**src/rtl/dense_layer_sequencer.sv**
```systemverilog
// Per-sample sequencer for the dense decode register stage: weight row load,
// forward layer sweep, then (training only) cost backprop and backward updates.
module dense_layer_sequencer #(
  parameter int size      = 3,
  parameter int data_size = 16,
  parameter int cnt_size  = 8
) (
  input  logic                      clk,
  input  logic                      rst_n,
  input  logic                      start,
  input  logic                      train,
  input  logic [cnt_size-1:0]       num_layers,
  input  logic [cnt_size-1:0]       num_rows,
  input  logic [data_size*size-1:0] w_in,
  input  logic                      w_valid,
  output logic                      w_ready,
  output logic [data_size*size-1:0] w,
  output logic [31:0]               w_layer_index,
  output logic [31:0]               w_row_index,
  output logic                      load_w,
  output logic                      layer_step,
  output logic                      is_cost_layer,
  output logic                      backprop_cost,
  output logic                      is_update,
  output logic                      busy,
  output logic                      done
);

  typedef enum logic [2:0] {
    ST_IDLE = 3'd0,
    ST_LOAD = 3'd1,
    ST_FWD  = 3'd2,
    ST_COST = 3'd3,
    ST_BWD  = 3'd4,
    ST_DONE = 3'd5
  } state_t;

  state_t              state_r;
  logic [cnt_size-1:0] layer_r;
  logic [cnt_size-1:0] row_r;
  logic [cnt_size-1:0] last_layer_r;
  logic [cnt_size-1:0] last_row_r;
  logic                train_r;

  // Decoded straight from the state register, so both are glitch-free.
  assign w_ready = (state_r == ST_LOAD);
  assign busy    = (state_r != ST_IDLE);

  // Sequencer FSM with registered strobes, indices and weight row.
  always_ff @(posedge clk or negedge rst_n) begin
    if (!rst_n) begin
      state_r       <= ST_IDLE;
      layer_r       <= {cnt_size{1'b0}};
      row_r         <= {cnt_size{1'b0}};
      last_layer_r  <= {cnt_size{1'b0}};
      last_row_r    <= {cnt_size{1'b0}};
      train_r       <= 1'b0;
      w             <= {(data_size*size){1'b0}};
      w_layer_index <= 32'd0;
      w_row_index   <= 32'd0;
      load_w        <= 1'b0;
      layer_step    <= 1'b0;
      is_cost_layer <= 1'b0;
      backprop_cost <= 1'b0;
      is_update     <= 1'b0;
      done          <= 1'b0;
    end else begin
      load_w        <= 1'b0;
      layer_step    <= 1'b0;
      is_cost_layer <= 1'b0;
      backprop_cost <= 1'b0;
      is_update     <= 1'b0;
      done          <= 1'b0;
      case (state_r)
        ST_IDLE: begin
          if (start) begin
            train_r      <= train;
            last_layer_r <= num_layers - cnt_size'(1);
            last_row_r   <= num_rows - cnt_size'(1);
            layer_r      <= {cnt_size{1'b0}};
            row_r        <= {cnt_size{1'b0}};
            // An empty network completes immediately without leaving IDLE.
            if ((num_layers == {cnt_size{1'b0}}) || (num_rows == {cnt_size{1'b0}})) begin
              done <= 1'b1;
            end else begin
              state_r <= ST_LOAD;
            end
          end
        end
        ST_LOAD: begin
          if (w_valid) begin
            w             <= w_in;
            load_w        <= 1'b1;
            w_layer_index <= 32'(layer_r);
            w_row_index   <= 32'(row_r);
            if (row_r == last_row_r) begin
              row_r <= {cnt_size{1'b0}};
              if (layer_r == last_layer_r) begin
                layer_r <= {cnt_size{1'b0}};
                state_r <= ST_FWD;
              end else begin
                layer_r <= layer_r + cnt_size'(1);
              end
            end else begin
              row_r <= row_r + cnt_size'(1);
            end
          end
        end
        ST_FWD: begin
          layer_step    <= 1'b1;
          w_layer_index <= 32'(layer_r);
          w_row_index   <= 32'd0;
          if (layer_r == last_layer_r) begin
            is_cost_layer <= train_r;
            state_r       <= train_r ? ST_COST : ST_DONE;
          end else begin
            layer_r <= layer_r + cnt_size'(1);
          end
        end
        ST_COST: begin
          backprop_cost <= 1'b1;
          w_layer_index <= 32'(last_layer_r);
          w_row_index   <= 32'd0;
          layer_r       <= last_layer_r;
          state_r       <= ST_BWD;
        end
        ST_BWD: begin
          is_update     <= 1'b1;
          w_layer_index <= 32'(layer_r);
          w_row_index   <= 32'd0;
          if (layer_r == {cnt_size{1'b0}}) begin
            state_r <= ST_DONE;
          end else begin
            layer_r <= layer_r - cnt_size'(1);
          end
        end
        ST_DONE: begin
          done    <= 1'b1;
          state_r <= ST_IDLE;
        end
        default: begin
          state_r <= ST_IDLE;
        end
      endcase
    end
  end

endmodule

```
**config.mk**
```make
export PLATFORM = sky130hd
export DESIGN_NAME = dense_layer_sequencer
export DESIGN_NICKNAME = d
export VERILOG_FILES = /design/src/rtl/dense_layer_sequencer.sv
export SDC_FILE = /design/constraint.sdc
export NUM_CORES = 1
export LEC_CHECK = 0
export ABC_AREA = 1
export ABC_CLOCK_PERIOD_IN_PS = 2150
export CORE_MARGIN = 4
export CORE_UTILIZATION = 30
export CTS_BUF_LIST = sky130_fd_sc_hd__clkbuf_8
export DETAILED_ROUTE_END_ITERATION = 10
export HOLD_SLACK_MARGIN = 0.12
export PLACE_DENSITY = 0.59
export SETUP_SLACK_MARGIN = 0.05
export SYNTH_ARGS = -nofsm -noshare
export SYNTH_HDL_FRONTEND = slang
export SYNTH_SLANG_ARGS = --single-unit
```
**constraint.sdc**
```tcl
create_clock -name clk -period 2.15 [get_ports clk]
set_input_delay 0.43 -clock clk [delete_from_list [all_inputs] [get_ports clk]]
set_output_delay 0.43 -clock clk [all_outputs]
set_load 0.02 [all_outputs]
```
==> Yosys cells after proc, flatten, opt, wreduce, memory -nomap -nowiden <==
Cells that the tools add are included.
{ "totals": {"wordCells": 88, "latchBits": 0, "ram_bits": 0, "memories": 0, "regBits": 154, "input_bits": 69, "out_inout_bits": 120, "rom_bits": 0} }
{ "op_classes": {"multipliers": 0, "n_div": 0, "n_bitwise": 0, "shifts": 0, "reduce_logical": 19, "addsub": 5, "eq_ne": 16, "magnitude_cmp": 0, "muxes": 33} }
{ "ops": {"columns": ["operator", "count"], "rows": [
  ["32-bit case mux with 3 select lines", 1],
  ["32-bit 2-to-1 mux", 2],
  ["8-bit 2-to-1 mux", 8],
  ["32-bit case mux with 2 select lines", 1],
  ["8-bit case mux with 5 select lines", 1],
  ["8-bit zero test", 3],
  ["3-bit 2-to-1 mux", 8],
  ["8-bit by 1-bit subtractor with 8-bit output (second input constant)", 3],
  ["8-bit by 1-bit adder with 8-bit output (second input constant)", 2],
  ["8-bit equality test", 2],
  ["8-bit case mux with 2 select lines", 1],
  ["3-bit case mux with 5 select lines", 1],
  ["2-bit inequality test (second input constant)", 7],
  ["1-bit 2-to-1 mux", 9],
  ["2-bit AND reduction", 4],
  ["7-bit AND reduction", 1],
  ["3-bit by 2-bit equality test with 1-bit output (second input constant)", 2],
  ["3-bit equality test (second input constant)", 2],
  ["6-bit AND reduction", 1],
  ["3-bit nonzero test", 2],
  ["5-bit nonzero test", 1],
  ["2-bit by 1-bit inequality test with 1-bit output (second input constant)", 2],
  ["2-bit nonzero test", 2],
  ["3-bit by 1-bit equality test with 1-bit output (second input constant)", 1],
  ["other kinds (6)", 6]
]} }

==> Depth between registers and ports, before layout <==
Gate-level depths: netlist of run 1.
{ "depth": {"word_depth": 5, "ltp_mapped": 12, "mapped_depth_nobuf": 12} }

==> Least setup slack after synthesis of run 1 <==
OpenSTA, ideal clock, no wires.
{ "synth_path": {"path_kind": "register to register", "start": "register layer_r[0]", "end": "register layer_r[0]", "setup_time_ns": 0.120, "arrival_time_ns": 1.441, "path_buffers": 0, "setup_slack_ns": 0.588, "required_time_ns": 2.030, "path_stages_with_launch": 12, "period_less_slack_ns": 1.562, "path_cell_list": "dfrtp_1 inv_2 ha_1 inv_1 nor2_2 nand3_1 nor2_1 a21oi_1 nand2_2 nor2_4 nand2_1 nand2_1"} }
{ "synth_via": {"elab_chain_cells": 5, "word_cells_on_any_way": 13, "classes_between": "add/sub: 2; eq/ne: 3; mux: 6; reduce/logical: 2"} }
{ "synth_rtl": {"columns": ["element", "line_no", "rtl"], "rows": [
  ["from (decl)", "39", "logic [cnt_size-1:0] layer_r;"],
  ["from (signal assigned)", "53", "layer_r <= {cnt_size{1'b0}};"],
  ["from (signal assigned)", "80", "layer_r <= {cnt_size{1'b0}};"],
  ["from (signal assigned)", "99", "layer_r <= {cnt_size{1'b0}};"],
  ["8-bit by 1-bit adder with 8-bit output or 8-bit equality test (tied branches)", null, null],
  ["8-bit 2-to-1 mux", "98", "if (layer_r == last_layer_r) begin"],
  ["8-bit 2-to-1 mux", "96", "if (row_r == last_row_r) begin"],
  ["8-bit 2-to-1 mux", "91", "if (w_valid) begin"],
  ["8-bit case mux with 5 select lines", "74", "case (state_r)"]
]} }
Several ways; a longest one is shown, not always the timed one. The select of a mux whose other input is x is not followed.
A chain may end at the register's enable or synchronous reset.

==> Worst setup path after layout of run 1 <==
{ "layout_path": {"start": "register state_r[0]", "end": "output busy"} }
{ "layout_via": {"elab_chain_cells": 1} }
{ "layout_rtl": {"columns": ["element", "line_no", "rtl"], "rows": [
  ["from (decl)", "38", "state_t state_r;"],
  ["from (signal assigned)", "115", "state_r <= train_r ? ST_COST : ST_DONE;"],
  ["3-bit nonzero test", "47", "assign busy = (state_r != ST_IDLE);"],
  ["to (decl)", "25", "output logic busy,"]
]} }
No other way between the ends.

==> metrics.md, run 1 <==
| Metric | Value |
|---|---|
| Status | complete, no violations |
| Root Driver | clkbuf_8 |
| Slew @ Worst Pin | 597 ps |
| DR vias | roughly 4800 |
| HP Class | reg -> reg |
| Pin count of the biggest net entering global routing | 55 |
| Final Setup Violations | 0 |
| Top cell type's share of synthesized area | 47.1% |
| Area growth, synth to finish | 29.8% |
| Placer Congestion | 0.851 |
| Drt drc | 0 |
| Number of synthesized register bits | ~110 |
| Internal reg-to-reg setup slack | 280 ps |
| Clock Skews | roughly 19 ps |
| Mapped Avg Cell Area | around 8 um^2 |
| Vias in the first global route | around 4700 |
| Crit path time final | around 1900 ps |
| Routed len/inst | between 10 and 15 um |
| CP endpoint kind | primary output |
| Antenna-violating nets left | 0 |
| Yosys warning count | 0 |
| Most common cell after layout, fill and taps aside | nand2_1 |
| Crit path launch | state_r[0] |
| Routed WL | ~15 mm |
| Mapped Area | 5640 um^2 |
| Worst setup path end | busy |
| TritonCTS clock tree | done |
| Period utilization | approximately 90% |
| Nets@finish | roughly 930 |
| Dpl hpwl | around 11 mm |
| DRT Pass-1 Iters | 4 |
| Max_slew headroom | 60.2% |
| Total GRT Usage | approximately 14% |
| Worst EP arrival | 1500 ps |
| Initial antenna violation count | 0 |
| Mapped Cells | approximately 700 |
| CTS sink cnt | 106 |
| Number of max-cap violations | 0 |
| Gr ovfl total | 0 |
| Register area share after synthesis | 47.1% |
| Worst-path clk slew | about 110 ps |
| Most frequent cells in the layout | 283 x nand2_1, 137 x clkdlybuf4s50_1, 105 x dfrtp_1 |
| Sequential share of power | about a third |
| CTS HTree Levels | 3 |
| Synth area leaders | dfrtp_1 47%, nand2_1 19%, buf_4 7.1% |
| # rows | 49 |
| Antenna Cells | 0 |
| P per Cell Area | 1330 nW/um^2 |
| TNS Setup | 0 ps |
| Worst-path maximum fanout | 6 |
| Total CTS buffers | 9 |
| Peak supply drop | approximately 0.00057 V |
| Die width | approximately 150 um |
| Clock Latency Late Sink | around 400 ps |
| Pre-CTS setup slack | around 190 ps |
| Placed Cells | roughly 1100 |
| Clock Power Share | around 12% |
| Reg2reg end | layer_r[1] |
| DIE AREA | roughly 21000 um^2 |
| Vias per inst | 4.38 |
| CP Class | reg -> out |
| Combinational cell fraction of total power | a little over half |
| I/O pins | about 190 |
| Port bufs | 140 |
| Core area | around 18000 um^2 |
| Cell internal pwr | between 5000 and 6000 uW |
| Die Y | ~150 um |
| Starting Density | a little under a third |
| Highest clock rate | 0.519 GHz |
| Layout Cells excl Fill | 1086 |
| RSZ-0062 raised after global routing | no |
| Final Hold Fails | 0 |
| Crit path launch type | flop |
| Synth area leader | dfrtp_1 |
| Clk buf depth | 2 |
| Data required, critical path | approximately 1700 ps |
| Setup WS post-layout | approximately 220 ps |
| Worst r2r src | layer_r[0] |
| Sw Pwr | 4410 uW |
| Global-route wire length before repair | about 25 mm |
| Layout cells sized above 1 | under 10% |
| Worst reg2reg path depth | 11 |
| Final Slew Violations | 0 |
| Tot Pwr | approximately 9700 uW |
| Yosys cell types | 37 |
| DRT iter0 DRCs | 277 |
| Pleak | 0.00355 uW |
| Switching share of power | approximately 45% |
-- layout make-up --
| class | count | area [um^2] |
|---|---|---|
| Sequential cell | 106 | 2650 |
| Fill cell | 1870 | 10900 |
| Timing Repair Buffer | 154 | 1540 |
| Tap cell | 229 | 287 |
| Multi-Input combinational cell | 529 | 2460 |
| Clock buffer | 9 | 124 |
| Inverter | 52 | 196 |
| Clock inverter | 7 | 58.8 |
-- layer usage --
metal / up-vias / global-route usage (%) / share of wire (%)
li1: 2409 / - / -
met1: 2182 / 19.7 / 48
met2: 147 / 21.9 / 44
met3: 23 / 3.65 / 6.1
met4: 0 / 5.08 / 2.2
met5: - / 0 / 0
-- metrics by stage --
step	area [um^2]	hold WS, ps	util (%)
after floorplan	5810	134	-
after global routing	7320	503	40.2
after CTS	7320	493	40.2
final	7320	488	40.2
after detailed placement	7120	439	39.1
after global placement	7120	432	39.1
-- cell usage after synthesis --
master / instances
nand2_1: 283
dfrtp_1: 106
buf_4: 53
inv_1: 46
nor2_1: 38
o21ai_0: 36
nand3_1: 27
xnor2_1: 15
xor2_1: 11
buf_2: 10
a31oi_1: 9
nand3b_1: 8
ha_1: 7
o22ai_1: 7
nor2_2: 6
inv_2: 5
nand2_2: 5
buf_6: 4
nor3_1: 4
a21oi_1: 3
buf_1: 3
nand4_1: 3
nor2_4: 3
clkbuf_1: 2
nand3_2: 2
o21a_1: 2
o21ai_1: 2
o31ai_1: 2
or2_2: 2
a211oi_1: 1
and2_1: 1
clkinv_2: 1
conb_1: 1
nand2_4: 1
nor3b_1: 1
nor4_1: 1
o21bai_1: 1
-- registers in the layout (all words and copies together), names as in the netlist --
register and cells:
load_w 1, last_row_r 8, layer_r 8, is_cost_layer 1, row_r 8, state_r 3, last_layer_r 8, layer_step 1
train_r 1, backprop_cost 1, is_update 1, w_row_index 8, done 1, w 48, w_layer_index 8
-- power by group through the flow --
| stage | clock network [uW] | logic, uW | registers [uW] |
|---|---|---|---|
| 3_5_place_dp | 0 | 5190 | 3400 |
| 5_1_grt | 1350 | 5670 | 3490 |
| 6_report | 1210 | 5150 | 3360 |
| 3_3_place_gp | 0 | 5140 | 3390 |
| 2_1_floorplan | 0 | 2610 | 3940 |
| 4_1_cts | 1260 | 5200 | 3370 |
-- worst min-delay path by stage --
| stage | startpoint | slack [ps] | cells past startpoint | endpoint |
|---|---|---|---|---|
| 6_report | w[36] | 490 | 2 | w[36] |
| 3_5_place_dp | rst_n | 440 | 1 | last_layer_r[0] |
| 2_1_floorplan | rst_n | 130 | 0 | backprop_cost |
| 3_3_place_gp | rst_n | 430 | 1 | last_layer_r[0] |
| 5_1_grt | w[45] | 500 | 2 | w[45] |
| 4_1_cts | w[37] | 490 | 2 | w[37] |
-- kinds of logic after synthesis --
| logic type | share of synthesized area [%] |
|---|---|
| AND/OR/NAND/NOR | 28.5 |
| buffers and inverters | 12.6 |
| adder cells (fa/ha/maj) | 1.55 |
| XOR/XNOR | 4.04 |
| other | 0.0665 |
| AO/OA/AOI/OAI | 6.22 |
| flip-flops | 47.1 |
-- repair_timing --
item / CTS / global route
endpoints found under the setup margin: 2 / 0
hold buffers: 1 / 0
gates resized for setup: 4 / 0
endpoints found under the hold margin: 31 / 0
setup buffers: 0 / 0
-- worst max-delay path, stage by stage (launching register included) --
cell and delay [ps]:
dfrtp_2 470, nor2_4 190, nand2_1 110, dlygate4sd2_1 340
(Power assumes the default switching activity.)
==> inputs of run 2 (changes only) <==
- CORE_UTILIZATION: 30 -> 48
- PLACE_DENSITY: 0.59 -> 0.86
==> metrics.md, run 2 (synthesis results as in run 1) <==
| Metric | Value |
|---|---|
| Status | complete, no violations |
| Max stage delay on crit path | 430 ps (-40 ps) |
| Die Y | 116 um (-20%) |
| Vias per inst | 4.87 (+11%) |
| DR vias | 4847 (+1.8%) |
| Area growth, synth to finish | 27.1% |
| I/O pins | 189 (unchanged) |
| CP bufs+invs | 2 (+1) |
| TNS Setup | 0 ps (unchanged) |
| Crit path launch | state_r[1] |
| Layout filler cell count | 1000 (-47%) |
| CTS sink cnt | 106 (unchanged) |
| Routed WL | 13.2 mm (-11%) |
| Core area | 11500 um^2 (-37%) |
| Delay-heaviest family, CP | buffers and inverters |
| Worst EP arrival | 1500 ps (about the same) |
| Total GRT Usage | 19.7% (+5.3 points) |
| RSZ-0062 raised after global routing | no |
| TritonCTS clock tree | done |
| Largest Register | w |
| Pre-CTS setup slack | 204 ps (+15.1 ps) |
| Worst-path clk slew | 100 ps (about the same) |
| Critical path's slowest cell | dfrtp_1 |
| Worst setup path end | w_ready |
| Peak supply drop | 0.000893 V (+56%) |
| Worst r2r src | layer_r[0] |
| # rows | 39 (-20%) |
| Worst reg2reg path depth | 11 (unchanged) |
| Placer Congestion | 0.913 (+7.2%) |
| Final design utilization | 62.5% (+22 points) |
| Highest clock rate | 0.519 GHz (+0.14%) |
| Starting Density | 49.1% (+18 points) |
| Global-route wire length before repair | 21.3 mm (-14%) |
| Initial antenna violation count | 0 (unchanged) |
| Worst-path maximum fanout | 6 (unchanged) |
| Vias in the first global route | 4457 (-4.3%) |
| Clock Skews | 10.2 ps (-8.88 ps) |
| Post-CTS Setup Inserts | 0 (unchanged) |
| DP Area | 6960 um^2 (-2.2%) |
| Most frequent cells in the layout | 283 x nand2_1, 137 x clkdlybuf4s50_1, 104 x dfrtp_1 |
| DIE AREA | 13500 um^2 (-36%) |
| Drt drc | 0 (unchanged) |
| WP depth | 4 (+1) |
| Period utilization | 89.6% (-0.13 points) |
| Final Setup Violations | 0 (unchanged) |
| Final Hold Fails | 0 (unchanged) |
| Tot Pwr | 9560 uW (-1.6%) |
| CP Class | reg -> out |
| Root Driver | clkbuf_8 |
| Gr ovfl total | 0 (unchanged) |
| Slew @ Worst Pin | 546 ps (-50.7 ps) |
| Most common cell after layout, fill and taps aside | nand2_1 |
| Max_slew headroom | 63.6% (+3.4 points) |
| Layout cells sized above 1 | 6.10% (-0.31 points) |
| Nets@finish | 923 (-0.54%) |
| Die width | 116 um (-20%) |
| Worst hold start | w[18] |
| Antenna-violating nets left | 0 (unchanged) |
| CTS HTree Levels | 3 (unchanged) |
| Dpl hpwl | 9.90 mm (-10%) |
| Internal reg-to-reg setup slack | 240 ps (-40 ps) |
| Routed len/inst | 13.3 um (-2.8%) |
| DRT Pass-1 Iters | 7 (+3) |
| CP endpoint kind | primary output |
| Data required, critical path | 1720 ps (about the same) |
| Total CTS buffers | 9 (unchanged) |
| Antenna Cells | 0 (unchanged) |
| DRT iter0 DRCs | 310 (+12%) |
| Pleak | 0.00352 uW (-0.90%) |
| Setup WS post-layout | 225 ps (+2.72 ps) |
| Reg2reg end | layer_r[3] |
| Max reg flops | 48 (unchanged) |
| Cell area after layout | 7160 um^2 (-2.1%) |
| Crit path launch type | flop |
| Crit path time final | 1930 ps (-2.72 ps) |
| Number of max-cap violations | 0 (unchanged) |
| Clk buf depth | 2 (unchanged) |
| Cell chain of the critical path | inv_1, nand2_2, nor2_4, dlygate4sd2_1 |
| Clock Latency Late Sink | 370 ps (-30 ps) |
| P per Cell Area | 1330 nW/um^2 (+0.52%) |
| Pin count of the biggest net entering global routing | 55 (unchanged) |
| Final Slew Violations | 0 (unchanged) |
| HP Class | reg -> reg |
| Port bufs | 140 (unchanged) |
## run 2: through the flow
stage | hold WS [ps] | cells
CTS | 493 | 995
detailed placement | 446 | 978
global route | 511 | 995
floorplan | 134 | 759
global placement | 442 | 978
finish | 485 | 995
## run 2: power breakdown
group          switching, uW  total, uW  internal [uW]
logic                   2960       4990           2030
registers                593       3380           2790
clock network            721       1190            466
total                   4270       9560           5290
## run 2: worst min-delay path: stages (launching register included)
cell     delay [ps]
dfrtp_1         350
nand2_1          50
nand2_1          60
## run 2: worst min-delay path by stage
stage / to / slack (ps) / cells after the start
floorplan: backprop_cost / 130 / 0
global placement: layer_r[0] / 440 / 1
detailed placement: layer_r[0] / 450 / 1
CTS: w[33] / 490 / 2
global route: w[24] / 510 / 2
finish: w[18] / 490 / 2
## run 2: final cells by class
cell class              count  area [um^2]  share of cell area [%]
well taps                 143          179                    2.50
inverters                  52          196                    2.74
clock buffers              10          138                    1.92
multi-input cells         529         2450                    34.2
repair buffers            149         1500                    20.9
flip-flops and latches    106         2660                    37.1
clock inverters             6         48.8                   0.681
## run 2: timing repair
item,CTS,global route
endpoints found under the setup margin,2,2
hold buffers,1,0
gates resized for setup,2,2
hold endpoints to repair,39,0
pin swaps,0,1
## run 2: layer usage
metal | track usage, % | wire length (um) | up-vias
met4 | 9.05 | 366 | 0
met5 | 0 | 0 | -
met3 | 2.85 | 1010 | 28
met1 | 27.4 | 5770 | 2229
li1 | - | - | 2393
met2 | 30.4 | 6060 | 197
==> inputs of run 3 (changes only) <==
--- a/config.mk
+++ b/config.mk
@@ -7,11 +7,11 @@
 export LEC_CHECK = 0
 export ABC_AREA = 1
-export ABC_CLOCK_PERIOD_IN_PS = 2150
+export ABC_CLOCK_PERIOD_IN_PS = 2250
 export CORE_MARGIN = 4
-export CORE_UTILIZATION = 48
-export CTS_BUF_LIST = sky130_fd_sc_hd__clkbuf_8
+export CORE_UTILIZATION = 51
+export CTS_BUF_LIST = sky130_fd_sc_hd__clkbuf_2
 export DETAILED_ROUTE_END_ITERATION = 10
 export HOLD_SLACK_MARGIN = 0.12
-export PLACE_DENSITY = 0.86
+export PLACE_DENSITY = 0.9
 export SETUP_SLACK_MARGIN = 0.05
 export SYNTH_ARGS = -nofsm -noshare
==> constraint.sdc (replaced) <==
create_clock -name clk -period 2.25 [get_ports clk]
set_input_delay 0.45 -clock clk [delete_from_list [all_inputs] [get_ports clk]]
set_output_delay 0.45 -clock clk [all_outputs]
set_load 0.1 [all_outputs]
==> metrics.md, run 3 (synthesis results as in run 1) <==
| Metric | Value |
|---|---|
| Dpl hpwl | 10.3 mm (+4.1%) |
| Period utilization | around 94% |
| CP Class | reg -> out |
| Port bufs | 140 (unchanged) |
| Routed len/inst | 13.7 um (+2.9%) |
| DRT Pass-1 Iters | 5 (-2) |
| Vias per inst | 4.85 (-0.43%) |
| CTS sink cnt | 106 (unchanged) |
| I/O pins | 189 (unchanged) |
| TritonCTS clock tree | done |
| Pin count of the biggest net entering global routing | 52 (-5.5%) |
| Die Y | 113 um (-2.8%) |
| RSZ-0062 raised after global routing | no |
| Largest Register | w |
| Status | complete, no violations |
| Final Hold Fails | 0 (unchanged) |
| Worst-path maximum fanout | 4 (-2) |
| Most common cell after layout, fill and taps aside | nand2_1 |
| DRT iter0 DRCs | 299 (-3.5%) |
| Total GRT Usage | 20.9% (+1.3 points) |
| Final Slew Violations | 0 (unchanged) |
| TNS Setup | 0 ps (unchanged) |
| Initial antenna violation count | 1 (+1) |
| Highest clock rate | approximately 0.47 GHz |
| Vias in the first global route | 4431 (-0.58%) |
| Die width | 113 um (-2.8%) |
| # rows | 38 (-2.6%) |
| Core area | 10800 um^2 (-5.5%) |
| Max stage delay on crit path | 450 ps (+20 ps) |
| CTS HTree Levels | 3 (unchanged) |
| Max_slew headroom | 66.1% (+2.5 points) |
| Number of max-cap violations | 0 (unchanged) |
| Slew @ Worst Pin | 508 ps (-37.7 ps) |
| Final Setup Violations | 0 (unchanged) |
| Crit path launch type | flop |
| Worst-path clk slew | 310 ps (+210 ps) |
| Total CTS buffers | 9 (unchanged) |
| Cell chain of the critical path | inv_1, nand2_2, nor2_4, buf_8, buf_12 |
| Gr ovfl total | 0 (unchanged) |
| Global-route wire length before repair | 21.6 mm (+1.4%) |
| Placer Congestion | 0.926 (+1.5%) |
| Data required, critical path | 1800 ps (+80 ps) |
| DR vias | 4860 (+0.27%) |
| Reg2reg end | layer_r[5] |
| Area growth, synth to finish | 25.0% |
| Starting Density | 52.0% (+2.8 points) |
| Worst EP arrival | 1660 ps (+160 ps) |
| DIE AREA | 12800 um^2 (-5.5%) |
| Clock Latency Late Sink | 590 ps (+220 ps) |
| Internal reg-to-reg setup slack | 260 ps (+20 ps) |
| Max reg flops | 48 (unchanged) |
| Clk buf depth | 2 (unchanged) |
| Antenna-violating nets left | 0 (unchanged) |
| Nets@finish | 932 (+0.98%) |
| Layout cells sized above 1 | 15.7% (+9.6 points) |
| CP endpoint kind | primary output |
| Worst r2r src | layer_r[0] |
| Drt drc | 0 (unchanged) |
| Critical path's slowest cell | dfrtp_1 |
| Routed WL | 13.7 mm (+3.6%) |
| Most frequent cells in the layout | 282 x nand2_1, 103 x dfrtp_1, 85 x buf_4 |
| Clock Skews | 31.9 ps (+21.8 ps) |
| Worst reg2reg path depth | 11 (unchanged) |
| Crit path time final | 2110 ps |
| HP Class | in -> async |
| Root Driver | clkbuf_2 |
-- run 3: changes by cell type in the layout (fill, tap and decap cells not counted), sizes merged --
cell / before / now
clkbuf: 10 / 9
buf: 9 / 90
dlygate4sd2: 1 / 0
diode: 0 / 1
clkinvlp: 2 / 0
clkdlybuf4s50: 137 / 67
clkinv: 3 / 5
dlymetal6s2s: 1 / 0
bufinv: 0 / 1
-- run 3: area by class of cell --
class | instances | area, um^2
Antenna cell | 1 | 2.50
Fill cell | 922 | 3790
Tap cell | 140 | 175
Inverter | 52 | 196
Clock inverter | 7 | 97.6
Sequential cell | 106 | 2660
Multi-Input combinational cell | 529 | 2460
Timing Repair Buffer | 158 | 1410
Clock buffer | 9 | 45.0
-- run 3: worst max-delay path by stage --
stage | startpoint | to | slack [ps] | depth (start not counted)
2_1_floorplan | state_r[0] | state_r[0] | 100 | 9
3_3_place_gp | w_valid | w_layer_index[0] | 190 | 5
3_5_place_dp | w_valid | w_layer_index[7] | 160 | 5
4_1_cts | state_r[1] | busy | 60 | 4
5_1_grt | state_r[1] | w_ready | 40 | 5
6_report | state_r[1] | w_ready | 140 | 5
-- run 3: layer usage --
layer	vias up	share of wire [%]	track usage (%)	wire, um
met3	32	6.8	3.96	927
met1	2199	42	27.4	5720
met4	0	3.2	8.17	432
li1	2424	-	-	-
met2	205	48	34.6	6600
met5	-	0	0	0
-- run 3: timing repair --
item / CTS / global route
hold buffers: 1 / 0
pin swaps: 0 / 2
endpoints found under the hold margin: 32 / 0
setup endpoints to repair: 1 / 9
buffers inserted: 2 / 4
gates resized for setup: 1 / 6
-- run 3: critical path, delay by kind of cell (launching register included) --
family	cells	cell delay (ps)
buffers and inverters	3	370
flip-flops	1	450
AND/OR/NAND/NOR	2	260
-- run 3: per-stage QoR --
step / utilization (%) / cell area [um^2] / worst slack, ps / hold slack (ps) / std cells
floorplan: - / 5810 / 95.3 / 154 / 759
global placement: 63.0 / 6830 / 190 / 436 / 978
detailed placement: 63.0 / 6830 / 162 / 435 / 978
CTS: 64.5 / 7000 / 56.6 / 289 / 997
global route: 65.0 / 7050 / 43.9 / 261 / 1002
finish: 65.0 / 7050 / 136 / 287 / 1002
Power of run 3 is not shown: default switching activity piles up to over one toggle a cycle in this logic, so the estimate is an artifact.
